[config.mk]
export PLATFORM = sky130hd
export DESIGN_NAME = hazard_unit_flat
export DESIGN_NICKNAME = d
export VERILOG_FILES = /design/src/rtl/hazard_unit_pkg.sv /design/src/rtl/hazard_unit_if.sv /design/src/rtl/hazard_unit_sat_counter.sv /design/src/rtl/hazard_unit.sv /design/src/flat_wrapper.sv
export SDC_FILE = /design/constraint.sdc
export NUM_CORES = 1
export LEC_CHECK = 0
export CAP_MARGIN = 20
export CELL_PAD_IN_SITES_DETAIL_PLACEMENT = 2
export CELL_PAD_IN_SITES_GLOBAL_PLACEMENT = 2
export CORE_ASPECT_RATIO = 1.25
export CORE_MARGIN = 10
export CORE_UTILIZATION = 32
export CTS_CLUSTER_SIZE = 40
export DETAILED_ROUTE_END_ITERATION = 10
export GPL_ROUTABILITY_DRIVEN = 0
export PLACE_DENSITY_LB_ADDON = 0.1
export SYNTH_ARGS = -nofsm -noshare
export SYNTH_HDL_FRONTEND = slang
export SYNTH_HIERARCHICAL = 1
export SYNTH_SLANG_ARGS = --single-unit
export TNS_END_PERCENT = 100
[constraint.sdc]
create_clock -name clk -period 7.2 [get_ports clk]
set_clock_uncertainty 0.2 [all_clocks]
set_input_delay 1.44 -clock clk [delete_from_list [all_inputs] [get_ports clk]]
set_output_delay 1.44 -clock clk [all_outputs]
set_load 0.005 [all_outputs]
[src/rtl/hazard_unit_pkg.sv]
// Shared definitions for the pipeline interlock controller: opcode
// encodings, interlock FSM state encodings and source-operand decoding.
package hazard_unit_pkg;

    localparam logic [5:0] OP_ADD = 6'h01;
    localparam logic [5:0] OP_SUB = 6'h03;
    localparam logic [5:0] OP_J   = 6'h02;
    localparam logic [5:0] OP_BEQ = 6'h04;
    localparam logic [5:0] OP_BNE = 6'h05;
    localparam logic [5:0] OP_LW  = 6'h23;
    localparam logic [5:0] OP_SW  = 6'h2B;

    typedef enum logic [1:0] {
        HZ_RUN  = 2'd0,
        HZ_WAIT = 2'd1,
        HZ_ERR  = 2'd2
    } hz_state_e;

    // Every instruction except an absolute jump reads rs.
    function automatic logic uses_rs(input logic [5:0] op);
        return (op != OP_J);
    endfunction

    // Only register-register ALU ops, stores and compare-branches read rt.
    function automatic logic uses_rt(input logic [5:0] op);
        return (op == OP_ADD) || (op == OP_SUB) || (op == OP_SW) ||
               (op == OP_BEQ) || (op == OP_BNE);
    endfunction

endpackage

[src/rtl/hazard_unit_if.sv]
// Bundle of pipeline-stage inputs and interlock control outputs exchanged
// between the pipeline datapath (master) and the hazard unit (slave).
interface hazard_unit_if #(
    parameter int CNT_W = 16
) ();

    logic [5:0]       op_code_ID;
    logic [4:0]       rs_ID;
    logic [4:0]       rt_ID;
    logic             mem_read_EX;
    logic [4:0]       dest_EX;
    logic             branch_taken_EX;
    logic             mem_req_MEM;
    logic             mem_ready;

    logic             pc_write;
    logic             if_id_write;
    logic             id_ex_bubble;
    logic             if_id_flush;
    logic             id_ex_flush;
    logic             pipe_freeze;
    logic             mem_timeout;
    logic [CNT_W-1:0] stall_cnt;
    logic [CNT_W-1:0] flush_cnt;

    modport master (
        output op_code_ID, rs_ID, rt_ID, mem_read_EX, dest_EX,
               branch_taken_EX, mem_req_MEM, mem_ready,
        input  pc_write, if_id_write, id_ex_bubble, if_id_flush, id_ex_flush,
               pipe_freeze, mem_timeout, stall_cnt, flush_cnt
    );

    modport slave (
        input  op_code_ID, rs_ID, rt_ID, mem_read_EX, dest_EX,
               branch_taken_EX, mem_req_MEM, mem_ready,
        output pc_write, if_id_write, id_ex_bubble, if_id_flush, id_ex_flush,
               pipe_freeze, mem_timeout, stall_cnt, flush_cnt
    );

endinterface

[src/rtl/hazard_unit_sat_counter.sv]
// Event counter that sticks at all-ones instead of wrapping.
module sat_counter #(
    parameter int W = 16
) (
    input  logic         en,
    input  logic         clk,
    input  logic         rst_n,
    output logic [W-1:0] q
);

    function automatic logic [W-1:0] sat_inc(input logic [W-1:0] v);
        return (&v) ? v : v + W'(1);
    endfunction

    // Count one event per enabled cycle, holding once saturated.
    always_ff @(posedge clk or negedge rst_n) begin
        if (!rst_n) begin
            q <= '0;
        end else if (en) begin
            q <= sat_inc(q);
        end
    end

endmodule

[src/rtl/hazard_unit.sv]
// Stall/flush interlock controller for the 5-stage pipeline: load-use
// bubbles, wrong-path flushes on taken branches, and a pipeline freeze while
// data memory is busy, with a sticky timeout if memory never answers.
module hazard_unit
    import hazard_unit_pkg::*;
#(
    parameter int CNT_W       = 16,
    parameter int MEM_TIMEOUT = 15,
    parameter int TO_W        = 4
) (
    input  logic         clk,
    input  logic         rst_n,
    hazard_unit_if.slave hz
);

    localparam logic [TO_W-1:0] WAIT_LIMIT = TO_W'(MEM_TIMEOUT);

    hz_state_e       state_q, state_d;
    logic [TO_W-1:0] wait_cnt_q, wait_cnt_d;

    logic lu_haz;
    logic mem_busy;
    logic stall_en;
    logic flush_en;

    logic pc_write_c;
    logic if_id_write_c;
    logic id_ex_bubble_c;
    logic if_id_flush_c;
    logic id_ex_flush_c;
    logic pipe_freeze_c;
    logic mem_timeout_c;

    // Hazard detection: the load in EX writes a register the ID instruction
    // reads. Register 0 is never produced, so dest_EX==0 can never match.
    always_comb begin
        lu_haz   = hz.mem_read_EX && (hz.dest_EX != 5'd0) &&
                   ((uses_rs(hz.op_code_ID) && (hz.dest_EX == hz.rs_ID)) ||
                    (uses_rt(hz.op_code_ID) && (hz.dest_EX == hz.rt_ID)));
        mem_busy = hz.mem_req_MEM && !hz.mem_ready;
    end

    // Next state and interlock outputs; priority is freeze > flush > stall.
    // Outputs are held at their idle values while reset is asserted.
    always_comb begin
        state_d        = state_q;
        wait_cnt_d     = wait_cnt_q;
        pc_write_c     = 1'b1;
        if_id_write_c  = 1'b1;
        id_ex_bubble_c = 1'b0;
        if_id_flush_c  = 1'b0;
        id_ex_flush_c  = 1'b0;
        pipe_freeze_c  = 1'b0;
        mem_timeout_c  = 1'b0;
        stall_en       = 1'b0;
        flush_en       = 1'b0;
        if (rst_n) begin
            case (state_q)
                HZ_RUN: begin
                    if (mem_busy) begin
                        state_d       = HZ_WAIT;
                        wait_cnt_d    = TO_W'(1);
                        pipe_freeze_c = 1'b1;
                        pc_write_c    = 1'b0;
                        if_id_write_c = 1'b0;
                    end else begin
                        wait_cnt_d = '0;
                        if (hz.branch_taken_EX) begin
                            if_id_flush_c = 1'b1;
                            id_ex_flush_c = 1'b1;
                            flush_en      = 1'b1;
                        end else if (lu_haz) begin
                            pc_write_c     = 1'b0;
                            if_id_write_c  = 1'b0;
                            id_ex_bubble_c = 1'b1;
                            stall_en       = 1'b1;
                        end
                    end
                end
                HZ_WAIT: begin
                    pipe_freeze_c = 1'b1;
                    pc_write_c    = 1'b0;
                    if_id_write_c = 1'b0;
                    if (hz.mem_ready) begin
                        state_d    = HZ_RUN;
                        wait_cnt_d = wait_cnt_q + TO_W'(1);
                    end else if (wait_cnt_q == WAIT_LIMIT) begin
                        state_d = HZ_ERR;
                    end else begin
                        wait_cnt_d = wait_cnt_q + TO_W'(1);
                    end
                end
                HZ_ERR: begin
                    pipe_freeze_c = 1'b1;
                    pc_write_c    = 1'b0;
                    if_id_write_c = 1'b0;
                    mem_timeout_c = 1'b1;
                end
                default: begin
                    // Unused encoding: fall back to normal operation.
                    state_d    = HZ_RUN;
                    wait_cnt_d = '0;
                end
            endcase
        end
    end

    // FSM state and memory-wait counter registers.
    always_ff @(posedge clk or negedge rst_n) begin
        if (!rst_n) begin
            state_q    <= HZ_RUN;
            wait_cnt_q <= '0;
        end else begin
            state_q    <= state_d;
            wait_cnt_q <= wait_cnt_d;
        end
    end

    // Drive the interface outputs from the combinational decisions.
    always_comb begin
        hz.pc_write     = pc_write_c;
        hz.if_id_write  = if_id_write_c;
        hz.id_ex_bubble = id_ex_bubble_c;
        hz.if_id_flush  = if_id_flush_c;
        hz.id_ex_flush  = id_ex_flush_c;
        hz.pipe_freeze  = pipe_freeze_c;
        hz.mem_timeout  = mem_timeout_c;
    end

    sat_counter #(.W(CNT_W)) u_stall_cnt (
        .en    (stall_en),
        .clk   (clk),
        .rst_n (rst_n),
        .q     (hz.stall_cnt)
    );

    sat_counter #(.W(CNT_W)) u_flush_cnt (
        .en    (flush_en),
        .clk   (clk),
        .rst_n (rst_n),
        .q     (hz.flush_cnt)
    );

endmodule
[src/flat_wrapper.sv]
// flat-port wrapper written by rule: the top's interface ports become plain ports
module hazard_unit_flat import hazard_unit_pkg::*;
#(
    parameter int CNT_W       = 16,
    parameter int MEM_TIMEOUT = 15,
    parameter int TO_W        = 4
)
  (clk, rst_n, hz_op_code_ID, hz_rs_ID, hz_rt_ID, hz_mem_read_EX, hz_dest_EX, hz_branch_taken_EX, hz_mem_req_MEM, hz_mem_ready, hz_pc_write, hz_if_id_write, hz_id_ex_bubble, hz_if_id_flush, hz_id_ex_flush, hz_pipe_freeze, hz_mem_timeout, hz_stall_cnt, hz_flush_cnt);
  hazard_unit_if #(.CNT_W(CNT_W)) hz_i ();
  input  logic clk;
  input  logic rst_n;
  input wire logic [$bits(hz_i.op_code_ID)-1:0] hz_op_code_ID;
  input wire logic [$bits(hz_i.rs_ID)-1:0] hz_rs_ID;
  input wire logic [$bits(hz_i.rt_ID)-1:0] hz_rt_ID;
  input wire logic [$bits(hz_i.mem_read_EX)-1:0] hz_mem_read_EX;
  input wire logic [$bits(hz_i.dest_EX)-1:0] hz_dest_EX;
  input wire logic [$bits(hz_i.branch_taken_EX)-1:0] hz_branch_taken_EX;
  input wire logic [$bits(hz_i.mem_req_MEM)-1:0] hz_mem_req_MEM;
  input wire logic [$bits(hz_i.mem_ready)-1:0] hz_mem_ready;
  output wire logic [$bits(hz_i.pc_write)-1:0] hz_pc_write;
  output wire logic [$bits(hz_i.if_id_write)-1:0] hz_if_id_write;
  output wire logic [$bits(hz_i.id_ex_bubble)-1:0] hz_id_ex_bubble;
  output wire logic [$bits(hz_i.if_id_flush)-1:0] hz_if_id_flush;
  output wire logic [$bits(hz_i.id_ex_flush)-1:0] hz_id_ex_flush;
  output wire logic [$bits(hz_i.pipe_freeze)-1:0] hz_pipe_freeze;
  output wire logic [$bits(hz_i.mem_timeout)-1:0] hz_mem_timeout;
  output wire logic [$bits(hz_i.stall_cnt)-1:0] hz_stall_cnt;
  output wire logic [$bits(hz_i.flush_cnt)-1:0] hz_flush_cnt;
  assign hz_i.op_code_ID = hz_op_code_ID;
  assign hz_i.rs_ID = hz_rs_ID;
  assign hz_i.rt_ID = hz_rt_ID;
  assign hz_i.mem_read_EX = hz_mem_read_EX;
  assign hz_i.dest_EX = hz_dest_EX;
  assign hz_i.branch_taken_EX = hz_branch_taken_EX;
  assign hz_i.mem_req_MEM = hz_mem_req_MEM;
  assign hz_i.mem_ready = hz_mem_ready;
  assign hz_pc_write = hz_i.pc_write;
  assign hz_if_id_write = hz_i.if_id_write;
  assign hz_id_ex_bubble = hz_i.id_ex_bubble;
  assign hz_if_id_flush = hz_i.if_id_flush;
  assign hz_id_ex_flush = hz_i.id_ex_flush;
  assign hz_pipe_freeze = hz_i.pipe_freeze;
  assign hz_mem_timeout = hz_i.mem_timeout;
  assign hz_stall_cnt = hz_i.stall_cnt;
  assign hz_flush_cnt = hz_i.flush_cnt;
  hazard_unit #(.CNT_W(CNT_W), .MEM_TIMEOUT(MEM_TIMEOUT), .TO_W(TO_W)) u_core (.clk(clk), .rst_n(rst_n), .hz(hz_i));
endmodule
==> flow_summary_export.csv <==
group,metric,value,unit
pwr,p_total,584,uW
floorplan,core,0.00706,sq mm
detailed_routing,routed_wl,6910,um
synthesis,synth_top_family_by_area,"simple AND/OR/NAND/NOR gates",
floorplan,row_count,34,
floorplan,die_area,0.0112,sq mm
global_route,grt_max_degree,39,
synthesis,synth_edf_count,0,
worst_setup_path,cp_data_arrival_time,3800,ps
worst_setup_path,crit_path_start_kind,"input pin",
worst_setup_path,ff2ff_setup_slack,4340,ps
status,status,"finished, final reports clean",
final_layout,synthToLayoutAreaGrowth,35.0,%
global_route,grt_use_total,12.4,%
synthesis,synthMuxAreaShare,3.29,%
clock_network,cts_setup_buffers,0,
detailed_routing,drt.antenna.violating_nets,0,
final_layout,fin_area,0.00318,sq mm
synthesis,async_flop_share,100,%
synthesis,synth-seq-cells,38,
clock_network,cts-buffers-inserted,5,
final_layout,utilization,45.0,%
timing,period_minus_slack,5440,ps
final_layout,mostFrequentLayoutCell,"clkdlybuf4s50_1",
floorplan,die_h,116,um
timing,hold_viol_final,0,
detailed_routing,wl_per_cell,17.8,um
timing,setup_viol,0,
final_layout,final_cell_mix,"64 x clkdlybuf4s50_1, 38 x dfrtp_1, 16 x xor2_1, 16 x nand2_1, 14 x nor2_1",
timing,worst_slew_pin_slew,583,ps
worst_setup_path,regToRegStartpoint,"u_core/state_q[0]",
pwr,vdd_drop_max,0.0000736,V
synthesis,synth_area_leader_cell,"dfrtp_1",
synthesis,synth_top_area_share,40.4,%
worst_setup_path,rr_worst_depth,9,
timing,min_period_over_period,75.6,%
worst_setup_path,critPathCaptureType,"output pin",
global_route,grt_pass1_vias,2323,
timing,slew_headroom,61.0,%
clock_network,clockRootBuffer,"clkbuf_8",
pwr,p_leak,1.33,nW
detailed_routing,drc,0,
clock_network,cts_resized,0,
hold_path,worstHoldStart,"u_core/u_flush_cnt/q[15]",
floorplan,ios,66,
placement,place_area,0.00310,sq mm
synthesis,synth.area.top_cells,"dfrtp_1 40%, xor2_1 5.9%, xnor2_1 4.8%, ha_1 3.7%, nand2_1 2.5%",
timing,tns,0,ps
global_route,grt_pass1_wl,11700,um
worst_setup_path,cp.required,5560,ps
detailed_routing,initialDrtViolationCount,65,
worst_setup_path,path_class,"input pin to output pin",
synthesis,synth_cell_types,53,
timing,fmax,184,MHz
global_route,overflow,0,
worst_setup_path,path_max_fanout,6,
clock_network,path_clk_slew,80,ps
detailed_routing,num_vias,2064,
pwr,powerDensity,184,mW/mm^2
synthesis,yosys_warnings,6,
placement,dp_hpwl,5520,um
synthesis,syn_area,0.00236,sq mm
global_route,antenna_found_initial,1,
synthesis,avgSynthCellArea,10.3,sq um
final_layout,nNetsFinal,332,
synthesis,synth-xor-area-share,10.8,%
floorplan,die-width,96.7,um
synthesis,syn_inst,228,
detailed_routing,drtPass1Iterations,4,
clock_network,htree_num_levels,2,
synthesis,synth-compound-area-share,12.0,%
hold_path,worstHoldPathType,"register to register",
final_layout,drive_above_1_share,12.4,%
clock_network,cts_sinks,38,
clock_network,hold_buffers,0,
final_layout,diodes,0,
clock_network,max-clock-path-buffers,2,
synthesis,synth_fa_ha_area_share,3.72,%
floorplan,start_util,33.4,%
run,maxCapViolCount,0,
timing,rsz0062_at_grt,"false",
final_layout,fillers,780,
hold_path,worstHoldPathCells,1,
detailed_routing,viasPerCell,5.32,
timing,drv_slew,0,
synthesis,synth_simple_gate_area_share,28.2,%
worst_setup_path,r2r-end,"u_core/u_stall_cnt/q[15]",
synthesis,synth_fp_nets,262,
clock_network,worstSkewPairLatency,290,ps
clock_network,cts_tree,"built",
placement,io_buffers,65,
synthesis,synth-seq-area-share,40.4,%
hold_path,whs_endpoint,"u_core/u_flush_cnt/q[15]",
synthesis,synth_flop_cell,"dfrtp_1",
## power breakdown
group / internal (mW) / switching [mW]
Combinational: 0.0907 / 0.0765
Sequential: 0.238 / 0.0373
Clock: 0.0651 / 0.0762
Total: 0.394 / 0.190
## sequential cells by signal (all words and copies together), names as in the netlist
register and count:
u_core/state_q 2, u_core/wait_cnt_q 4, u_core/u_flush_cnt/q 16, u_core/u_stall_cnt/q 16
## critical path, cell delays in order
cell             delay (ps)
clkdlybuf4s50_1         410
nor2_1                  190
o21ai_1                 130
a2111o_1                470
a211oi_2                530
clkdlybuf4s50_1         630
## cell families (layout without fill, tap and decap cells)
group | count (synthesis) | after routing
multiplexers | 7 | 7
XOR/XNOR | 29 | 29
AND/OR/NAND/NOR | 100 | 100
buffers and inverters | 8 | 78
flip-flops | 38 | 38
adder cells (fa/ha/maj) | 7 | 7
AO/OA/AOI/OAI | 39 | 39
## cell type report
type | instances | area, sq um | share of cell area (%)
clock inverter | 2 | 10.0 | 0.315
multi-input combinational | 182 | 1370 | 43.0
inverter | 5 | 18.8 | 0.590
tap | 90 | 113 | 3.54
clock buffer | 5 | 68.8 | 2.16
timing repair buffer | 66 | 653 | 20.5
sequential | 38 | 951 | 29.9
## worst max-delay path by stage
| stage | startpoint | to | slack, ps |
|---|---|---|---|
| 6_report | hz_op_code_ID[3] | hz_id_ex_bubble | 1760 |
| 3_3_place_gp | hz_op_code_ID[3] | hz_id_ex_bubble | 1830 |
| 4_1_cts | hz_op_code_ID[3] | hz_id_ex_bubble | 1760 |
| 2_1_floorplan | hz_op_code_ID[3] | hz_id_ex_bubble | 3040 |
| 5_1_grt | hz_op_code_ID[3] | hz_id_ex_bubble | 1640 |
| 3_5_place_dp | hz_op_code_ID[3] | hz_id_ex_bubble | 1770 |
## layer usage
metal | part of all wire (%) | up-vias | track usage (%)
met3 | 8.8 | 6 | 5.24
met5 | 0.10 | - | 0
met2 | 50 | 58 | 22.4
met4 | 0.80 | 2 | 3.55
met1 | 40 | 1028 | 12.8
li1 | - | 970 | -
## synth_stat cells, types with 3 or more instances
| library cell | number |
|---|---|
| o21ai_0 | 6 |
| a21oi_1 | 9 |
| nand4_1 | 8 |
| nand2_1 | 16 |
| nor3_1 | 7 |
| a211oi_1 | 3 |
| nor2_1 | 14 |
| inv_1 | 5 |
| ha_1 | 7 |
| xor2_1 | 16 |
| nor4_2 | 3 |
| xnor2_1 | 13 |
| and2_1 | 4 |
| dfrtp_1 | 38 |
| mux2_2 | 5 |
| nand3_1 | 11 |
| nand2b_1 | 4 |
| a21oi_2 | 3 |
| a31oi_1 | 4 |
| and4_1 | 3 |
| and3_1 | 7 |
| nor2b_1 | 3 |
## per-stage QoR
step / hold slack, ps / setup slack [ps] / instances
2_1_floorplan: 267 / 3040 / 228
6_report: 335 / 1760 / 388
3_3_place_gp: 298 / 1830 / 381
3_5_place_dp: 316 / 1770 / 381
5_1_grt: 364 / 1640 / 388
4_1_cts: 337 / 1760 / 388
No activity file was read; power rests on OpenSTA's default activity.
==> variant (same settings) <==
Encoding of `hz_state_e`: now one-hot (3 bits for 3 states).
--- a/src/rtl/hazard_unit_pkg.sv
+++ b/src/rtl/hazard_unit_pkg.sv
@@ -11,8 +11,8 @@
     localparam logic [5:0] OP_SW  = 6'h2B;
 
-    typedef enum logic [1:0] {
-        HZ_RUN  = 2'd0,
-        HZ_WAIT = 2'd1,
-        HZ_ERR  = 2'd2
+    typedef enum logic [2:0] {
+        HZ_RUN  = 3'b001,
+        HZ_WAIT = 3'b010,
+        HZ_ERR  = 3'b100
     } hz_state_e;
 
Behaviour: same outputs for any inputs over 10 cycles, from zero or initial values and one cycle with rst_n low; not proved beyond that.
==> variant against the unedited design <==
  * Sequential cell count up 1
  * Highest routed layer is now met4
  * Total power fell by 3.4%
  * Worst setup slack got worse by 0.17 ns
  * Critical path type unchanged
  * Synthesized area rose by 4.2%
  * Wire length increased by 0.64%
  * Design area rose by 2.1%
  * Sequential power about the same
  * Global-route usage down 0.22 points
==> variant: results <==
route:
  drt_iter0_markers: 56
  drt-pass1-iter-count: 3
  via_count: 2099
final_layout:
  nets: 335
  nFillCells: 820
  instances_no_fill: 398
  drive_above_1_share_pct: 13.4
synth:
  ys_types: 60
  synth.top_cells.by_count: "38 x dfrtp_1, 18 x nand2_1, 18 x nor2_1, 15 x xor2_1, 14 x xnor2_1"
  synth_xor_area_share_pct: 10.3
  yosys_warnings: 6
  syn-num-nets: 269
  ys_seq_area_share_pct: 39.8
  synth_compound_area_share_pct: 12.5
  synth-adder-area-share_pct: 1.53
  synth.area.mux_share_pct: 3.21
  syn_area_per_cell_um2: 10.3
global_routing:
  use_met2_pct: 21.0
  antenna_found_initial: 0
  grt_pass1_wl_mm: 11.9
  grt_max_degree: 47
  grt_pass1_vias: 2340
  met1_usage_pct: 13.7
  grt_usage_pct: 12.1
sta:
  worst_pin_slew_ns: 0.824
status:
  status: "completed"
pwr:
  ir_drop_uv: 84.9
  leakage_nw: 1.35
worst_setup_path:
  cp_slowest_cell: "a211oi_1"
  slowest_delay_ns: 0.72
## variant: changes by cell type after synthesis, moves of 3 or more
cell,unedited run,this run
nor2_1,14,18
o21ai_0,6,9
ha_1,7,3
nor3b_1,2,6
## variant: power breakdown
part / leakage [nW] / switching [mW] / internal, mW / total (mW)
combinational: 0.772 / 0.0605 / 0.0829 / 0.143
clock: 0.0422 / 0.0775 / 0.0682 / 0.146
sequential: 0.533 / 0.0346 / 0.240 / 0.275
## variant: layout make-up
cell class / instances / area (um^2) / share of cell area, %
multi-input combinational: 189 / 1410 / 43.3
sequential: 39 / 977 / 30.1
timing repair buffer: 66 / 653 / 20.1
tap: 92 / 115 / 3.54
clock buffer: 7 / 76.3 / 2.35
inverter: 4 / 15.0 / 0.462
clock inverter: 1 / 5.00 / 0.154
## variant: logic make-up (layout without fill, tap and decap cells)
kind of cell	after synthesis	in the layout
AND/OR/NAND/NOR	111	111
AO/OA/AOI/OAI	39	39
flip-flops	39	39
XOR/XNOR	29	29
buffers and inverters	11	78
multiplexers	7	7
adder cells (fa/ha/maj)	3	3
## variant: worst paths after layout
kind	from	to	slack [ns]	cells past startpoint
min reg2reg	u_core/wait_cnt_q[1]$_DFFE_PN0P_	u_core/wait_cnt_q[1]$_DFFE_PN0P_	0.31	2
max	hz_op_code_ID[3]	hz_id_ex_bubble	1.59	6
min	u_core/wait_cnt_q[1]$_DFFE_PN0P_	u_core/wait_cnt_q[1]$_DFFE_PN0P_	0.31	2
max reg2reg	u_core/state_q[0]$_DFFE_PN1P_	u_core/u_stall_cnt/q[15]$_DFFE_PN0P_	3.78	8
min in group asynchronous	rst_n	u_core/u_flush_cnt/q[15]$_DFFE_PN0P_	1.12	2
max in group asynchronous	rst_n	u_core/u_stall_cnt/q[1]$_DFFE_PN0P_	5.24	2
## variant: layer usage
metal  vias to the layer above  share of wire, %
li1                       1012                 -
met1                      1034                41
met2                        45                51
met3                         8               5.7
met4                         0               1.6
met5                         -                 0
## variant: critical path: cells and delay by family
family | cells | cell delay, ns
compound gates | 3 | 1.27
buf+inv | 2 | 1.07
simple gates | 1 | 0.19
## variant: metrics by stage
stage          total power [mW]  area [um^2]  hold WS, ns  util [%]  worst slack, ns
3_3_place_gp              0.423         3170        0.293      42.5             1.64
4_1_cts                   0.577         3250        0.324      43.6             1.56
2_1_floorplan             0.354         2460        0.275         -             2.83
6_report                  0.564         3250        0.315      43.6             1.59
3_5_place_dp              0.428         3170        0.306      42.5             1.56
5_1_grt                   0.608         3250        0.366      43.6             1.40
